--- config.mk ---
export PLATFORM = sky130hd
export DESIGN_NAME = mem_port_arbiter
export DESIGN_NICKNAME = d
export VERILOG_FILES = /design/src/rtl/mem_port_arbiter.sv
export SDC_FILE = /design/constraint.sdc
export NUM_CORES = 1
export LEC_CHECK = 0
export ABC_CLOCK_PERIOD_IN_PS = 6000
export CAP_MARGIN = 20
export CORE_ASPECT_RATIO = 0.75
export CORE_MARGIN = 1
export CORE_UTILIZATION = 38
export CTS_BUF_LIST = sky130_fd_sc_hd__clkbuf_16
export CTS_CLUSTER_SIZE = 16
export DETAILED_ROUTE_END_ITERATION = 12
export PLACE_DENSITY = 0.89
export REMOVE_ABC_BUFFERS = 1
export SYNTH_ARGS = -nofsm -noshare
export SYNTH_HDL_FRONTEND = slang
export SYNTH_SLANG_ARGS = --single-unit
export TNS_END_PERCENT = 10
--- constraint.sdc ---
create_clock -name clk -period 6 [get_ports clk]
set_input_delay 1.2 -clock clk [delete_from_list [all_inputs] [get_ports clk]]
set_output_delay 1.2 -clock clk [all_outputs]
set_load 0.1 [all_outputs]
--- src/rtl/mem_port_arbiter.sv ---
// Arbitrates the unified single-port memory between instruction fetch and load/store,
// with lane steering, write masks and registered one-cycle responses.
// Optional macro MEM_ARB_RR_EN selects round-robin arbitration instead of data priority.
module mem_port_arbiter #(
    parameter int unsigned STARVE_MAX = 4
) (
    input  logic        clk,
    input  logic        reset,
    input  logic        if_req,
    input  logic [31:0] if_addr,
    output logic        if_gnt,
    output logic        if_rvalid,
    output logic [31:0] if_rdata,
    output logic        if_err,
    input  logic        d_req,
    input  logic        d_we,
    input  logic [31:0] d_addr,
    input  logic [1:0]  d_size,
    input  logic        d_unsigned,
    input  logic [31:0] d_wdata,
    output logic        d_gnt,
    output logic        d_rvalid,
    output logic [31:0] d_rdata,
    output logic        d_err,
    output logic        m_we,
    output logic [31:0] m_a,
    output logic [31:0] m_wd,
    output logic [3:0]  m_wm,
    input  logic [31:0] m_rd
);

    typedef enum logic [1:0] {IDLE, RESP_I, RESP_D} state_t;

    state_t      state_q, state_d;
    logic [31:0] if_rdata_q, if_rdata_d;
    logic        if_err_q, if_err_d;
    logic [31:0] d_rdata_q, d_rdata_d;
    logic        d_err_q, d_err_d;
    logic        pick_fetch;
    logic        d_misalign;
    logic [7:0]  ld_byte;
    logic [15:0] ld_half;
    logic [31:0] ld_data;

`ifdef MEM_ARB_RR_EN
    logic last_i_q, last_i_d;

    always_comb begin
        last_i_d = last_i_q;
        if (if_gnt) begin
            last_i_d = 1'b1;
        end else if (d_gnt) begin
            last_i_d = 1'b0;
        end
    end

    // Resetting as if fetch went last gives data the first contested grant.
    assign pick_fetch = !last_i_q;

    always_ff @(posedge clk) begin
        if (reset) begin
            last_i_q <= 1'b1;
        end else begin
            last_i_q <= last_i_d;
        end
    end
`else
    localparam logic [3:0] STARVE_LIM = 4'(STARVE_MAX);

    logic [3:0] starve_q, starve_d;

    always_comb begin
        starve_d = starve_q;
        if (if_gnt || !if_req) begin
            starve_d = '0;
        end else if (d_gnt && (starve_q != STARVE_LIM)) begin
            starve_d = starve_q + 4'd1;
        end
    end

    assign pick_fetch = (starve_q == STARVE_LIM);

    always_ff @(posedge clk) begin
        if (reset) begin
            starve_q <= '0;
        end else begin
            starve_q <= starve_d;
        end
    end
`endif

    assign if_gnt = !reset && if_req && (!d_req || pick_fetch);
    assign d_gnt  = !reset && d_req && (!if_req || !pick_fetch);

    always_comb begin
        case (d_size)
            2'b00:   d_misalign = 1'b0;
            2'b01:   d_misalign = d_addr[0];
            2'b10:   d_misalign = |d_addr[1:0];
            default: d_misalign = 1'b1;
        endcase
    end

    always_comb begin
        case (d_addr[1:0])
            2'b00:   ld_byte = m_rd[7:0];
            2'b01:   ld_byte = m_rd[15:8];
            2'b10:   ld_byte = m_rd[23:16];
            default: ld_byte = m_rd[31:24];
        endcase
        ld_half = d_addr[1] ? m_rd[31:16] : m_rd[15:0];
        case (d_size)
            2'b00:   ld_data = {{24{!d_unsigned && ld_byte[7]}}, ld_byte};
            2'b01:   ld_data = {{16{!d_unsigned && ld_half[15]}}, ld_half};
            default: ld_data = m_rd;
        endcase
    end

    always_comb begin
        m_we = 1'b0;
        m_a  = '0;
        m_wd = '0;
        m_wm = '0;
        if (if_gnt) begin
            m_a = if_addr;
        end else if (d_gnt) begin
            m_a = d_addr;
            if (d_we && !d_misalign) begin
                m_we = 1'b1;
                case (d_size)
                    2'b00: begin
                        m_wm = 4'b0001 << d_addr[1:0];
                        m_wd = {4{d_wdata[7:0]}};
                    end
                    2'b01: begin
                        m_wm = 4'b0011 << d_addr[1:0];
                        m_wd = {2{d_wdata[15:0]}};
                    end
                    default: begin
                        m_wm = 4'b1111;
                        m_wd = d_wdata;
                    end
                endcase
            end
        end
    end

    always_comb begin
        state_d    = IDLE;
        if_rdata_d = if_rdata_q;
        if_err_d   = 1'b0;
        d_rdata_d  = d_rdata_q;
        d_err_d    = 1'b0;
        if (if_gnt) begin
            state_d    = RESP_I;
            if_err_d   = |if_addr[1:0];
            if_rdata_d = if_err_d ? '0 : m_rd;
        end else if (d_gnt) begin
            state_d   = RESP_D;
            d_err_d   = d_misalign;
            d_rdata_d = (d_misalign || d_we) ? '0 : ld_data;
        end
    end

    always_ff @(posedge clk) begin
        if (reset) begin
            state_q    <= IDLE;
            if_rdata_q <= '0;
            if_err_q   <= 1'b0;
            d_rdata_q  <= '0;
            d_err_q    <= 1'b0;
        end else begin
            state_q    <= state_d;
            if_rdata_q <= if_rdata_d;
            if_err_q   <= if_err_d;
            d_rdata_q  <= d_rdata_d;
            d_err_q    <= d_err_d;
        end
    end

    // Masking with reset drops a response whose grant edge preceded the reset cycle.
    assign if_rvalid = (state_q == RESP_I) && !reset;
    assign if_err    = if_err_q && !reset;
    assign if_rdata  = if_rdata_q;
    assign d_rvalid  = (state_q == RESP_D) && !reset;
    assign d_err     = d_err_q && !reset;
    assign d_rdata   = d_rdata_q;

endmodule

## Word level (Yosys, flattened, before mapping)

Cells that the tools add are included.

- Register bits after elaboration: 72
- Latch bits: 0
- RAM bits: 0
- Memory bits (read-only): 0
- Input bits: 136
- Output and inout bits: 139
- Word-level logic and storage cells: 72
- Memories: 0

- Add/subtract/negate cells: 1
- Multipliers: 0
- Divide/modulo/power cells: 0
- Order comparisons: 0
- Eq/ne operators: 8
- Shift-type cells: 2
- Mux-type cells: 21
- Bitwise operators: 2
- Reduce and logical (&&, ||, !) cells: 31

Operators with widths:

| operator | number |
|---|---|
| 2-to-1 mux 32 bit | 7 |
| case mux 32 bit (2 select lines) | 2 |
| case mux 8 bit (3 select lines) | 1 |
| 2-to-1 mux 16 bit | 1 |
| logical AND 1 bit | 12 |
| 2-to-1 mux 4 bit | 3 |
| OR reduction 2 bit | 5 |
| case mux 4 bit (2 select lines) | 1 |
| equality test 2 x 1 -> 1 bit (second input constant) | 3 |
| equality test 2 bit (second input constant) | 3 |
| logical NOT 1 bit | 6 |
| adder 4 x 1 -> 4 bit (second input constant) | 1 |
| equality test 4 x 3 -> 1 bit (second input constant) | 1 |
| logical NOT 2 bit | 2 |
| logical OR 1 bit | 4 |
| 2-to-1 mux 1 bit | 4 |
| != test 4 x 3 -> 1 bit (second input constant) | 1 |
| << shifter 1 x 2 -> 4 bit (first input constant) | 1 |
| << shifter 2 x 2 -> 4 bit (first input constant) | 1 |
| case mux 1 bit (3 select lines) | 1 |
| OR reduction 3 bit | 1 |
| 2-to-1 mux 2 bit | 1 |
| NOT 1 bit | 2 |
| AND reduction 2 bit | 1 |

## Logic depth before layout (Yosys ltp)

Gate-level depths: netlist of the first run.

- Depth after elaboration: 7
- Depth in mapped cells: 9
- Depth with buffers taken out: 7

## Least setup slack after synthesis of the first run

Ideal clock, no wire load.

- Kind: in2out
- From: in if_req
- To: out m_a[23]
- Data arrival time: 3.822 ns
- Data required time: 4.800 ns
- Setup slack: 0.978 ns
- Stages on the path: 5
- Buffers on the path: 2
- Cells stage by stage: nor2b_1 a21boi_0 clkbuf_1 clkbuf_1 a22o_1

- Elaborated cells between the ends (all ways): 7
- Classes of those cells: mux (2); reduce/logical (5)

RTL lines:

| element | RTL line | RTL |
|---|---|---|
| from (decl) | 9 | `input logic if_req,` |
| logical AND 1 bit (2 in series) | 92 | `assign if_gnt = !reset && if_req && (!d_req \|\| pick_fetch);` |
| via if_gnt | 11 | `output logic if_gnt,` |
| 2-to-1 mux 32 bit | 124 | `if (if_gnt) begin` |
| to (decl) | 26 | `output logic [31:0] m_a,` |

The timed path passes the listed nets, and every way through them passes these cells.

## Final worst setup path of the first run

- From: in reset
- To: out m_a[5]

- Cells in the longest elaborated chain, start to end: 5
- Elaborated cells between the ends (all ways): 7
- Classes of those cells: mux (2); reduce/logical (5)

Ends and longest elaborated chain:

| element | RTL line | RTL |
|---|---|---|
| from (decl) | 8 | `input logic reset,` |
| logical NOT 1 bit * | 92, 93 |  |
| logical AND 1 bit (2 in series) | 93 | `assign d_gnt = !reset && d_req && (!if_req \|\| !pick_fetch);` |
| 2-to-1 mux 32 bit | 126 | `end else if (d_gnt) begin` |
| 2-to-1 mux 32 bit * | 124 |  |

Mark *: on every way between the ends. The rest lies on a longest branch, timed or not.

==> results.md, run 1 <==
* Number of global-route vias before repair at 4,749
* Asr flop ratio synth at 0%
* Routed length per instance at about 20 um
* Worst EP arrival at 3.57 ns
* Crit path cell chain: clkdlybuf4s50_1 -> nor2b_1 -> a21boi_2 -> buf_4 -> a22o_1 -> buf_4
* FF+latch area at about 0.0014 mm^2
* Finished Core Util at between 70% and 80%
* Area Overhead vs Synth at 87.7%
* DRT iter0 DRCs at 257
* CP peak stage delay at approximately 0.7 ns
* Worst Hold End: d_rdata[2]
* Met3 Wirelength at 1.48 mm
* Critical Path Slowest Stage Cell: clkdlybuf4s50_1
* Worst-path clk slew at around 0.060 ns
* Crit path max fanout at 33
* Post-synthesis simple-gate area fraction at approximately a fifth
* CTS tree: yes
* Post-synthesis compound-gate area fraction at ~29%
* First-pass GRT wire length at between 20 and 30 mm
* Largest family of logic cells by synthesized area: compound AO/OA/AOI/OAI gates
* Commonest non-fill, non-tap cell in the layout: clkdlybuf4s50_1
* CP endpoint kind: primary output
* Endpoints failing setup at 0
* Routed met2 length at between 8 and 9 mm
* Layout cells sized above 1 at 17.5%
* Congestion Overflow GR at 0
* Leak Pwr at between 2 and 3 nW
* IO buf count at about 270
* Hold path cells at 2
* Setup CP Type: in2out
* CTS buffer count at 9
* Core area at about 0.0098 mm^2
* Initial antenna violation count at 0
* WL met1 at approximately 6.3 mm
* Design area at 0.00732 mm^2
* Post-CTS Setup Bufs at 0
* Die X at between 100 and 150 um
* Final period utilization at around 79%
* YS warnings at 0
* Vias at around 4,700
* Final min period at 4.77 ns
* Final Hold Vio Count at 0
* Fillcell total at between 600 and 700
* Synth top area share at approximately 37%
* Placed cells at approximately 800
* Final Non-Filler Cells at around 840
* Cell Rows at 31
* Terminus of the critical flop-to-flop path: d_rdata[18]
* Outcome: finished clean
* Max_slew headroom at a little under a third
* Largest net degree at the start of global routing at 54
* Worst path required time at 4.80 ns
* Kind of cell adding the most delay to the critical path: buffers and inverters
* R2r setup slk at around 3.4 ns
* Slew Viols, Final at 0
* Min-delay src: d_rdata[2]
* Drt drc at 0
* CTS Hold Bufs at 0
* Ports at 275
* Worst-Skew Late Latency at between 0.3 and 0.4 ns
* Seq/Total Area, Yosys at approximately 37%
* Synth Area in XOR/XNOR at less than 1%
* RR Startpoint: starve_q[0]
* Top sig layer: met4
* Gr usage total at between 30% and 40%
* Placed cell areas at between 0.006 and 0.007 mm^2
* Largest cells by area after synthesis: dfxtp_1 37%, a22o_1 14%, mux2i_1 6.4%, nor2_1 4.4%, nand2_1 4.1%
* Worst vdd ir at around 0.00015 V
* CTS H-tree depth at 3
* Area leader, netlist: dfxtp_1
* Clock buffer depth at 2
* Final Skew at 0.00347 ns
* Reg2reg path depth at 7
* Root Buffer: clkbuf_16
* DRT Pass-1 Iters at 5
* Worst Setup Start Kind: input port
* Routability cong. at a little under 0.9
* Post-synthesis cell count at 446
* Most numerous cell on the critical path: buf_4
* Synth Register Bits at 72
* Starting Density at about two fifths
* Hold slack at approximately 0.46 ns
* Maxcap violations at 0
* WP buf/inv at 3
* Mean Syn Cell Area at approximately 9 um^2
* CTS sink cnt at approximately 70
* Via density at roughly 5.6
* Die height at 89.8 um
* Most frequent cells in the layout: 202 x clkdlybuf4s50_1, 72 x dfxtp_1, 62 x a22o_1
* Multi-input gate area at between 0.002 and 0.0025 mm^2
* RSZ-0062 raised after global routing: no
* Highest Clock Rate at between 200 and 250 MHz
* Resize count post-CTS at 0
* Post-detail-place hpwl at 12.5 mm
* Die area at about 0.011 mm^2
* Slew @ Worst Pin at 1.03 ns
* Antenna-violating nets left at 0
* Ys flop type: dfxtp_1
* PD cells at 216 mW/mm^2
* Total Wirelength at approximately 17 mm
* # diodes at 0
* Synth cell types at 41
* Synthesized area at about 0.004 mm^2
* Crit path depth at 6
* Class of the worst hold path: reg2reg
* EDFF count, synth at 0
* Nets at between 800 and 900
* Synth Area in Adders at 0.641%
* Multiplexer share of the synthesized area at a little under a tenth
-- area by class of cell --
cell class | count | share of cell area, %
multi-input cells | 324 | 31.0
clock inverters | 7 | 1.32
inverters | 8 | 0.410
repair buffers | 283 | 42.3
well taps | 132 | 2.26
flip-flops and latches | 72 | 19.7
clock buffers | 9 | 3.08
-- cell usage after synthesis (6+ instances only) --
master	instances
nand2b_1	7
and2_1	9
or3_1	9
a21oi_1	22
a221o_1	6
nand2_1	43
mux2i_1	25
a22o_1	62
a221o_2	10
clkbuf_1	33
inv_1	8
mux2_2	8
o21ai_0	10
a31oi_1	8
a32o_1	8
dfxtp_1	72
o31ai_1	8
nor2_1	46
nand3b_1	8
-- report_power, final --
part           leakage (nW)  total, W  switching (W)  internal, W
Clock                 0.153  0.000581       0.000216     0.000365
Combinational          2.21  0.000505       0.000328     0.000177
Sequential            0.583  0.000495     0.00000611     0.000489
Total                  2.95   0.00158       0.000550      0.00103
-- how the worst max path moves through the flow --
stage                   end  slack [ns]  startpoint
floorplan            m_a[0]       -1.90      if_req
global placement    m_a[27]        1.43       reset
detailed placement  m_a[27]        1.37       reset
CTS                  m_a[5]        1.37       reset
global route         m_a[5]        1.15       reset
finish               m_a[5]        1.23       reset
-- worst min-delay path, delay by kind of cell, from the launching register on --
family / cells / cell delay (ns)
flops: 1 / 0.31
simple gates: 1 / 0.05
compound gates: 1 / 0.05
-- through the flow --
step / worst slack [ns] / setup TNS (ns) / power, W
floorplan: -1.90 / -136.66 / 0.000796
global placement: 1.43 / 0 / 0.000997
detailed placement: 1.37 / 0 / 0.00101
CTS: 1.37 / 0 / 0.00158
global route: 1.15 / 0 / 0.00162
finish: 1.23 / 0 / 0.00158
-- registers in the layout (all words and copies together) (netlist names) --
| register | flops |
|---|---|
| starve_q | 4 |
| if_rdata | 32 |
| d_err_q | 1 |
| state_q | 2 |
| d_rdata | 32 |
| if_err_q | 1 |
-- logic make-up after synthesis --
kind of cell	after synthesis
AND/OR/NAND/NOR	145
buffers and inverters	50
XOR/XNOR	2
adder cells (fa/ha/maj)	2
AO/OA/AOI/OAI	141
multiplexers	34
flip-flops	72
-- metal layers --
layer / vias up / track usage (%)
met3: 49 / 9.01
met2: 254 / 55.3
met5: - / 0
li1: 2157 / -
met1: 2224 / 33.8
met4: 0 / 12.4
(Power assumes the default switching activity.)
==> run 2, diff against run 1 <==
- ABC_CLOCK_PERIOD_IN_PS: 6000 -> 4170
- CORE_UTILIZATION: 38 -> 32
- PLACE_DENSITY: 0.89 -> 0.8
- clock period: 6 -> 4.17 ns (I/O delays scaled with it)
==> results.md, run 2 (synthesis gave the netlist of run 1 again) <==
* Final Non-Filler Cells at around 870
* Leak Pwr at 3.10 nW
* Met3 Wirelength at between 1 and 1.5 mm
* Crit path max fanout at 9
* Endpoints failing setup at 0
* Drt drc at 0
* CTS tree: yes
* Placed cells at 856
* Slew Viols, Final at 0
* Root Buffer: clkbuf_16
* Worst Setup Start Kind: input port
* Antenna-violating nets left at 0
* DRT Pass-1 Iters at 5
* Routability cong. at roughly 0.92
* Largest net degree at the start of global routing at 39
* Post-CTS Setup Bufs at 0
* Layout cells sized above 1 at 18.9%
* Ports at between 200 and 300
* RR Startpoint: starve_q[0]
* Reg2reg path depth at 7
* FF+latch area at 0.00144 mm^2
* Routed met2 length at between 8 and 9 mm
* Area Overhead vs Synth at 100%
* Vias at between 4,000 and 5,000
* Setup CP Type: in2out
* Initial antenna violation count at 0
* CTS Hold Bufs at 0
* R2r setup slk at between 1.5 and 2 ns
* Placed cell areas at 0.00749 mm^2
* Core area at roughly 0.012 mm^2
* Post-detail-place hpwl at 14.0 mm
* Most frequent cells in the layout: 198 x clkdlybuf4s50_1, 72 x dfxtp_1, 71 x buf_12
* Fillcell total at 919
* Multi-input gate area at 0.00226 mm^2
* Congestion Overflow GR at 0
* Worst-Skew Late Latency at approximately 0.33 ns
* Critical Path Slowest Stage Cell: clkdlybuf4s50_1
* Die height at about 98 um
* Commonest non-fill, non-tap cell in the layout: clkdlybuf4s50_1
* CTS H-tree depth at 3
* Die area at ~0.013 mm^2
* Hold path cells at 2
* Final Skew at approximately 0.0055 ns
* Worst setup startpoint: d_size[0]
* Worst vdd ir at between 0.00015 and 0.0002 V
* Design area at between 0.007 and 0.008 mm^2
* CTS sink cnt at ~70
* Outcome: finished clean
* Final period utilization at between 80% and 90%
* First-pass GRT wire length at about 27 mm
* Gr usage total at 27.8%
* Starting Density at 33.2%
* Worst EP arrival at between 2 and 3 ns
* Die X at around 130 um
* Crit path cell chain: clkdlybuf4s50_1 -> nor3_1 -> or2_2 -> nand3_1 -> inv_1 -> and2_1 -> buf_12
* IO buf count at approximately 270
* Nets at ~840
* RSZ-0062 raised after global routing: no
* Resize count post-CTS at 0
* CP endpoint kind: primary output
* WL met1 at 7.24 mm
* Routed length per instance at around 21 um
* Clock buffer depth at 2
* Number of global-route vias before repair at 4,606
* Worst-path clk slew at 0.06 ns
* Final min period at about 3.6 ns
* Via density at roughly 5.3
* CTS buffer count at 9
* Class of the worst hold path: reg2reg
* Top sig layer: met4
* Maxcap violations at 0
* DRT iter0 DRCs at roughly 220
* CP peak stage delay at between 0.4 and 0.5 ns
* Total Wirelength at 18.1 mm
* Cell Rows at 34
* PD cells at between 200 and 300 mW/mm^2
* Final Hold Vio Count at 0
* Slew @ Worst Pin at 1.04 ns
* Highest Clock Rate at between 200 and 300 MHz
* Worst path required time at around 3.3 ns
* Max_slew headroom at between 30% and 40%
* # diodes at 0
* Capture point of the worst path: m_wd[0]
* Terminus of the critical flop-to-flop path: d_rdata[23]
-- run 2: stage by stage --
step / setup TNS [ns] / setup slack, ns / total power, W / utilization [%] / hold slack, ns
final: 0 / 0.526 / 0.00233 / 66.5 / 0.461
after global routing: 0 / 0.394 / 0.00240 / 66.5 / 0.486
after CTS: 0 / 0.528 / 0.00234 / 66.5 / 0.459
after detailed placement: 0 / 0.539 / 0.00152 / 63.8 / 0.446
after global placement: 0 / 0.652 / 0.00151 / 63.8 / 0.439
after floorplan: -261.58 / -3.29 / 0.00115 / - / 0.429
-- run 2: worst min-delay path by stage --
stage,from,to,slack [ns]
global route,d_rdata[4],d_rdata[4],0.49
floorplan,starve_q[0],starve_q[0],0.43
finish,d_rdata[0],d_rdata[0],0.46
global placement,d_rdata[1],d_rdata[1],0.44
CTS,d_rdata[1],d_rdata[1],0.46
detailed placement,d_rdata[1],d_rdata[1],0.45
-- run 2: layout make-up --
type / instances / area share [%]
inverter: 8 / 0.384
multi-input combinational: 324 / 29.0
sequential: 72 / 18.4
timing repair buffer: 290 / 45.5
tap: 162 / 2.59
clock inverter: 7 / 1.20
clock buffer: 9 / 2.88
-- run 2: where the power goes --
part	internal [W]	switching, W	total, W	leakage, nW
Clock	0.000525	0.000301	0.000826	0.158
Sequential	0.000703	0.00000847	0.000712	0.583
Combinational	0.000307	0.000487	0.000794	2.36
-- run 2: worst max-delay path: cells and delay by family --
kind | cells | cell delay (ns)
buffers and inverters | 3 | 0.98
and+or+nand+nor | 4 | 0.99
-- run 2: layer usage --
| layer | vias up | GRT usage [%] |
|---|---|---|
| li1 | 2169 | - |
| met4 | 0 | 14.2 |
| met1 | 2213 | 32.1 |
| met5 | - | 0 |
| met2 | 212 | 46.9 |
| met3 | 46 | 7.49 |
==> RTL change 1: new RTL, settings of run 2 <==
Build with the macro `MEM_ARB_RR_EN` defined.
--- a/src/rtl/mem_port_arbiter.sv
+++ b/src/rtl/mem_port_arbiter.sv
@@ -3,2 +3,4 @@
 // Optional macro MEM_ARB_RR_EN selects round-robin arbitration instead of data priority.
+`define MEM_ARB_RR_EN
+
 module mem_port_arbiter #(
Formal check against the unedited RTL: not equivalent (Yosys sat finds a counterexample within 4 cycles, from zero or initial values and one cycle with reset high).
==> RTL change 1 against run 2 <==
- synthesized area shrank 1.9%
- routed wire length shrank 8.1%
- sequential cell count shrank 3
- sequential power shrank 3.2%
- total power shrank 5.4%
- setup slack lost 0.080 ns
- via count grew 0.13%
- final area shrank 1.9%
==> RTL change 1: results (changes against run 2) <==
Place
  • DP Worst Slack: 0.4768 ns (was 0.5387 ns)
  • DP Area: 7405 µm² (was 7495 µm²)
  • Placed Cells incl. Taps: 846 (was 856)

Setup path
  • WP data arrival: 2.89 ns (was 2.81 ns)
  • Worst Setup EP: m_wd[5] (was m_wd[0])
  • Worst reg2reg path endpoint: d_rdata[19]$_SDFFE_PP0P_ (was d_rdata[23]$_SDFFE_PP0P_)
  • Reg2reg setup slack: 2.33 ns (was 1.63 ns)

Status
  • Outcome: finished clean (unchanged)

Timing
  • Worst Max-Slew Pin Slew: 1.069 ns (was 1.036 ns)
  • PnR worst setup slack: 0.4455 ns (was 0.5256 ns)
  • WHS: 0.4564 ns (was 0.4613 ns)

Detailed routing
  • Vias/cell: 5.384 (was 5.321)
  • Wirelength per Cell: 19.32 µm (was 20.80 µm)
  • Overall routed net length: 16680 µm (was 18140 µm)
  • TritonRoute pass-1 iters: 4 (was 5)

Pwr
  • Leakage Power: 3.029 nW (was 3.103 nW)
  • Peak supply drop: 274.4 µV (was 179.5 µV)

Worst hold path
  • Min-delay src: if_rdata[31]$_SDFFE_PP0P_ (was d_rdata[0]$_SDFFE_PP0P_)

Final layout
  • Final #Nets: 831 (was 843)
  • Layout cells sized above 1: 0.1743 (was 0.1887)

GRT
  • Vias in the first global route: 4684 (was 4606)
  • All-Layer GR Usage: 0.2671 (was 0.2781)
  • Pin count of the biggest net entering global routing: 35 (was 39)
  • Initial antenna violation count: 1 (was 0)

Logic synthesis
  • Synth top cells by count: 69 x dfxtp_1, 65 x a22o_1, 39 x mux2i_1, 35 x nand2_1, 35 x nor2_1 (was 72 x dfxtp_1, 62 x a22o_1, 46 x nor2_1, 43 x nand2_1, 33 x clkbuf_1)
  • Syn_area_per_cell: 8.781 µm² (was 8.747 µm²)
  • Synth unique cells: 42 (was 41)
## RTL change 1: cell count changes after synthesis, sizes merged, moves of 8 or more
cell    delta
nor2      -11
or3        -8
nand2      -8
o21ai     +20
nand3b     -8
mux2i     +14
## RTL change 1: area by class of cell
type	instances	area, µm²
well taps	162	202.7
repair buffers	289	3533
fillers	921	3946
clock buffers	9	225.2
flip-flops and latches	69	1381
diodes	1	2.502
multi-input cells	323	2276
clock inverters	7	35.03
inverters	3	11.26
## RTL change 1: cell families (layout without fill, tap and decap cells)
logic type | Yosys count | after routing | share of synthesized area
AOI/OAI and AO/OA | 167 | 167 | 0.3324
and+or+nand+nor | 110 | 110 | 0.1350
DFF | 69 | 69 | 0.3608
muxes | 46 | 46 | 0.1225
buffers and inverters | 44 | 308 | 0.04935
other | 0 | 1 | 0
## RTL change 1: metal layers
layer / vias up / global-route usage / routed length (µm)
met1: 2246 / 0.3201 / 6862
met3: 26 / 0.06858 / 1283
li1: 2165 / - / -
met4: 0 / 0.1005 / 319
met2: 209 / 0.4553 / 8210
met5: - / 0 / 0
## RTL change 1: power by group
group / internal (mW) / leakage, nW / total [mW] / switching (mW)
registers: 0.678 / 0.559 / 0.689 / 0.0105
clock network: 0.392 / 0.129 / 0.670 / 0.278
logic: 0.322 / 2.34 / 0.848 / 0.525
total: 1.39 / 3.03 / 2.21 / 0.814
## RTL change 1: critical path: cells and delay by family
family	cells	cell delay (ns)
buffers and inverters	5	1.41
AO/OA/AOI/OAI	1	0.20
AND/OR/NAND/NOR	3	0.43
==> RTL change 2: new RTL, flow settings as in run 2 <==
Without the edit above. Encoding of `state_t`: now one-hot (3 bits for 3 states).
--- a/src/rtl/mem_port_arbiter.sv
+++ b/src/rtl/mem_port_arbiter.sv
@@ -31,3 +31,3 @@
 
-    typedef enum logic [1:0] {IDLE, RESP_I, RESP_D} state_t;
+    typedef enum logic [2:0] {IDLE = 3'b001, RESP_I = 3'b010, RESP_D = 3'b100} state_t;
 
Check against the original RTL: same outputs for any inputs over 4 cycles, from zero or initial values and one cycle with reset high; so few cycles prove little.
==> RTL change 2 against run 2 <==
- critical path type unchanged
- cell count increased by 0.11%
- final area increased by 0.34%
- setup slack got worse by 0.17 ns
- synthesized area increased by 0.58%
- non-clock buffer count decreased by 1
- sequential cell count increased by 1
- total power decreased by 1.2%
- routed wire length decreased by 1.5%
==> RTL change 2: results (changes against run 2) <==
Logic synthesis
  • Synth top cells by count: 73 x dfxtp_1, 62 x a22o_1, 47 x nor2_1, 43 x nand2_1, 33 x clkbuf_1 (was 72 x dfxtp_1, 62 x a22o_1, 46 x nor2_1, 43 x nand2_1, 33 x clkbuf_1)
  • Post-synthesis mux area share: 0.09247 (was 0.09301)
  • Post-Synth Adder-Cell Area: 0.006378 (was 0.006414)
  • Synth unique cells: 42 (was 41)
  • Syn_area_per_cell: 8.758 µm² (was 8.747 µm²)
  • Synth Area in XOR/XNOR: 0.004464 (was 0.004490)
  • Compound-Gate Fraction of Synth Area: 0.2854 (was 0.2870)
  • Async set-or-reset flop fraction in the synthesized netlist: 0 (unchanged)
  • Post-synthesis sequential area ratio: 0.3724 (was 0.3695)
  • Synth warn: 0 (unchanged)
  • Synth top area cells: dfxtp_1 37%, a22o_1 14%, mux2i_1 6.4%, nor2_1 4.5%, nand2_1 4.1% (was dfxtp_1 37%, a22o_1 14%, mux2i_1 6.4%, nor2_1 4.4%, nand2_1 4.1%)
  • Main synth FF type: dfxtp_1 (unchanged)

Pwr
  • Leakage Power: 3.106 nW (was 3.103 nW)
  • Peak supply drop: 330.9 µV (was 179.5 µV)

Place
  • DP Worst Slack: 0.3947 ns (was 0.5387 ns)
  • Placed Cells incl. Taps: 857 (was 856)
  • Dpl hpwl: 13560 µm (was 14050 µm)
  • Placer Congestion: 0.8707 (was 0.9178)

Final layout
  • Final #Nets: 844 (was 843)
  • Layout cells sized above 1: 0.1857 (was 0.1887)

Clocking
  • Cts repair resizes: 0 (unchanged)
  • CTS buffer count: 9 (unchanged)

Timing
  • Clock skew: 0.002890 ns (was 0.005506 ns)
  • Final Hold Vio Count: 0 (unchanged)
  • Worst Max-Slew Pin Slew: 1.017 ns (was 1.036 ns)

GRT
  • Global-route wire length before repair: 27430 µm (was 26570 µm)
  • GR Util met3: 0.08110 (was 0.07489)
  • All-Layer GR Usage: 0.2826 (was 0.2781)
  • Pin count of the biggest net entering global routing: 54 (was 39)
  • Vias in the first global route: 4710 (was 4606)
  • Met2 Usage GRT: 0.4924 (was 0.4686)
  • Initial antenna violation count: 0 (unchanged)
  • Met1 Use GR: 0.3369 (was 0.3211)

Setup path
  • Crit-path max cell delay: 0.51 ns (was 0.47 ns)
  • Critical path fanouts, max: 22 (was 9)
  • WP data arrival: 2.99 ns (was 2.81 ns)

Detailed routing
  • First DRT Iteration DRCs: 318 (was 223)
  • Wirelength per Cell: 20.46 µm (was 20.80 µm)
  • Vias/cell: 5.408 (was 5.321)
  • Overall routed net length: 17860 µm (was 18140 µm)

Status
  • Outcome: finished clean (unchanged)
## RTL change 2: cell count changes after synthesis
cell	delta
nor4b_1	+2
nand4b_1	-1
nor2_1	+1
nand3_1	+1
nor3b_1	-2
dfxtp_1	+1
## RTL change 2: final timing paths
path / start / to / slack (ns) / cells after the start
setup reg to reg: starve_q[0]$_SDFFE_PP0P_ / d_rdata[24]$_SDFFE_PP0P_ / 1.70 / 7
setup / recovery: d_size[0] / m_wd[12] / 0.35 / 7
hold / removal: d_rdata[4]$_SDFFE_PP0P_ / d_rdata[4]$_SDFFE_PP0P_ / 0.46 / 2
hold reg to reg: d_rdata[4]$_SDFFE_PP0P_ / d_rdata[4]$_SDFFE_PP0P_ / 0.46 / 2
## RTL change 2: layer usage
layer | part of all wire | up-vias
met4 | 0.021 | 0
met3 | 0.089 | 28
met1 | 0.39 | 2295
met5 | 0 | -
li1 | - | 2174
met2 | 0.50 | 224
## RTL change 2: area by class of cell
class / instances / area, µm²
clock buffer: 9 / 225.2
timing repair buffer: 289 / 3563
fill: 894 / 3944
clock inverter: 7 / 85.08
inverter: 8 / 30.03
multi-input combinational: 325 / 2272
sequential: 73 / 1461
tap: 162 / 202.7
## RTL change 2: stage by stage
step / cell area [µm²] / power, mW / util / hold slack (ns)
4_1_cts: 7840 / 2.317 / 0.6653 / 0.4582
3_5_place_dp: 7530 / 1.523 / 0.6390 / 0.4479
5_1_grt: 7840 / 2.388 / 0.6653 / 0.4765
6_report: 7840 / 2.303 / 0.6653 / 0.4601
3_3_place_gp: 7530 / 1.512 / 0.6390 / 0.4362
2_1_floorplan: 3746 / 1.155 / - / 0.4297
## RTL change 2: worst max-delay path: cells and delay by family
family,cells,cell delay (ns)
and+or+nand+nor,3,0.80
buffers and inverters,3,1.04
AOI/OAI and AO/OA,1,0.30
## RTL change 2: kinds of logic (layout without fill, tap and decap cells)
kind of cell,Yosys count,count (layout)
flip-flops,73,73
adder cells (fa/ha/maj),2,2
XOR/XNOR,2,2
multiplexers,34,34
AO/OA/AOI/OAI,141,141
buffers and inverters,50,313
AND/OR/NAND/NOR,146,146
## RTL change 2: power breakdown
group / internal [mW] / switching, mW
sequential: 0.714 / 0.00907
combinational: 0.308 / 0.481
clock: 0.517 / 0.275
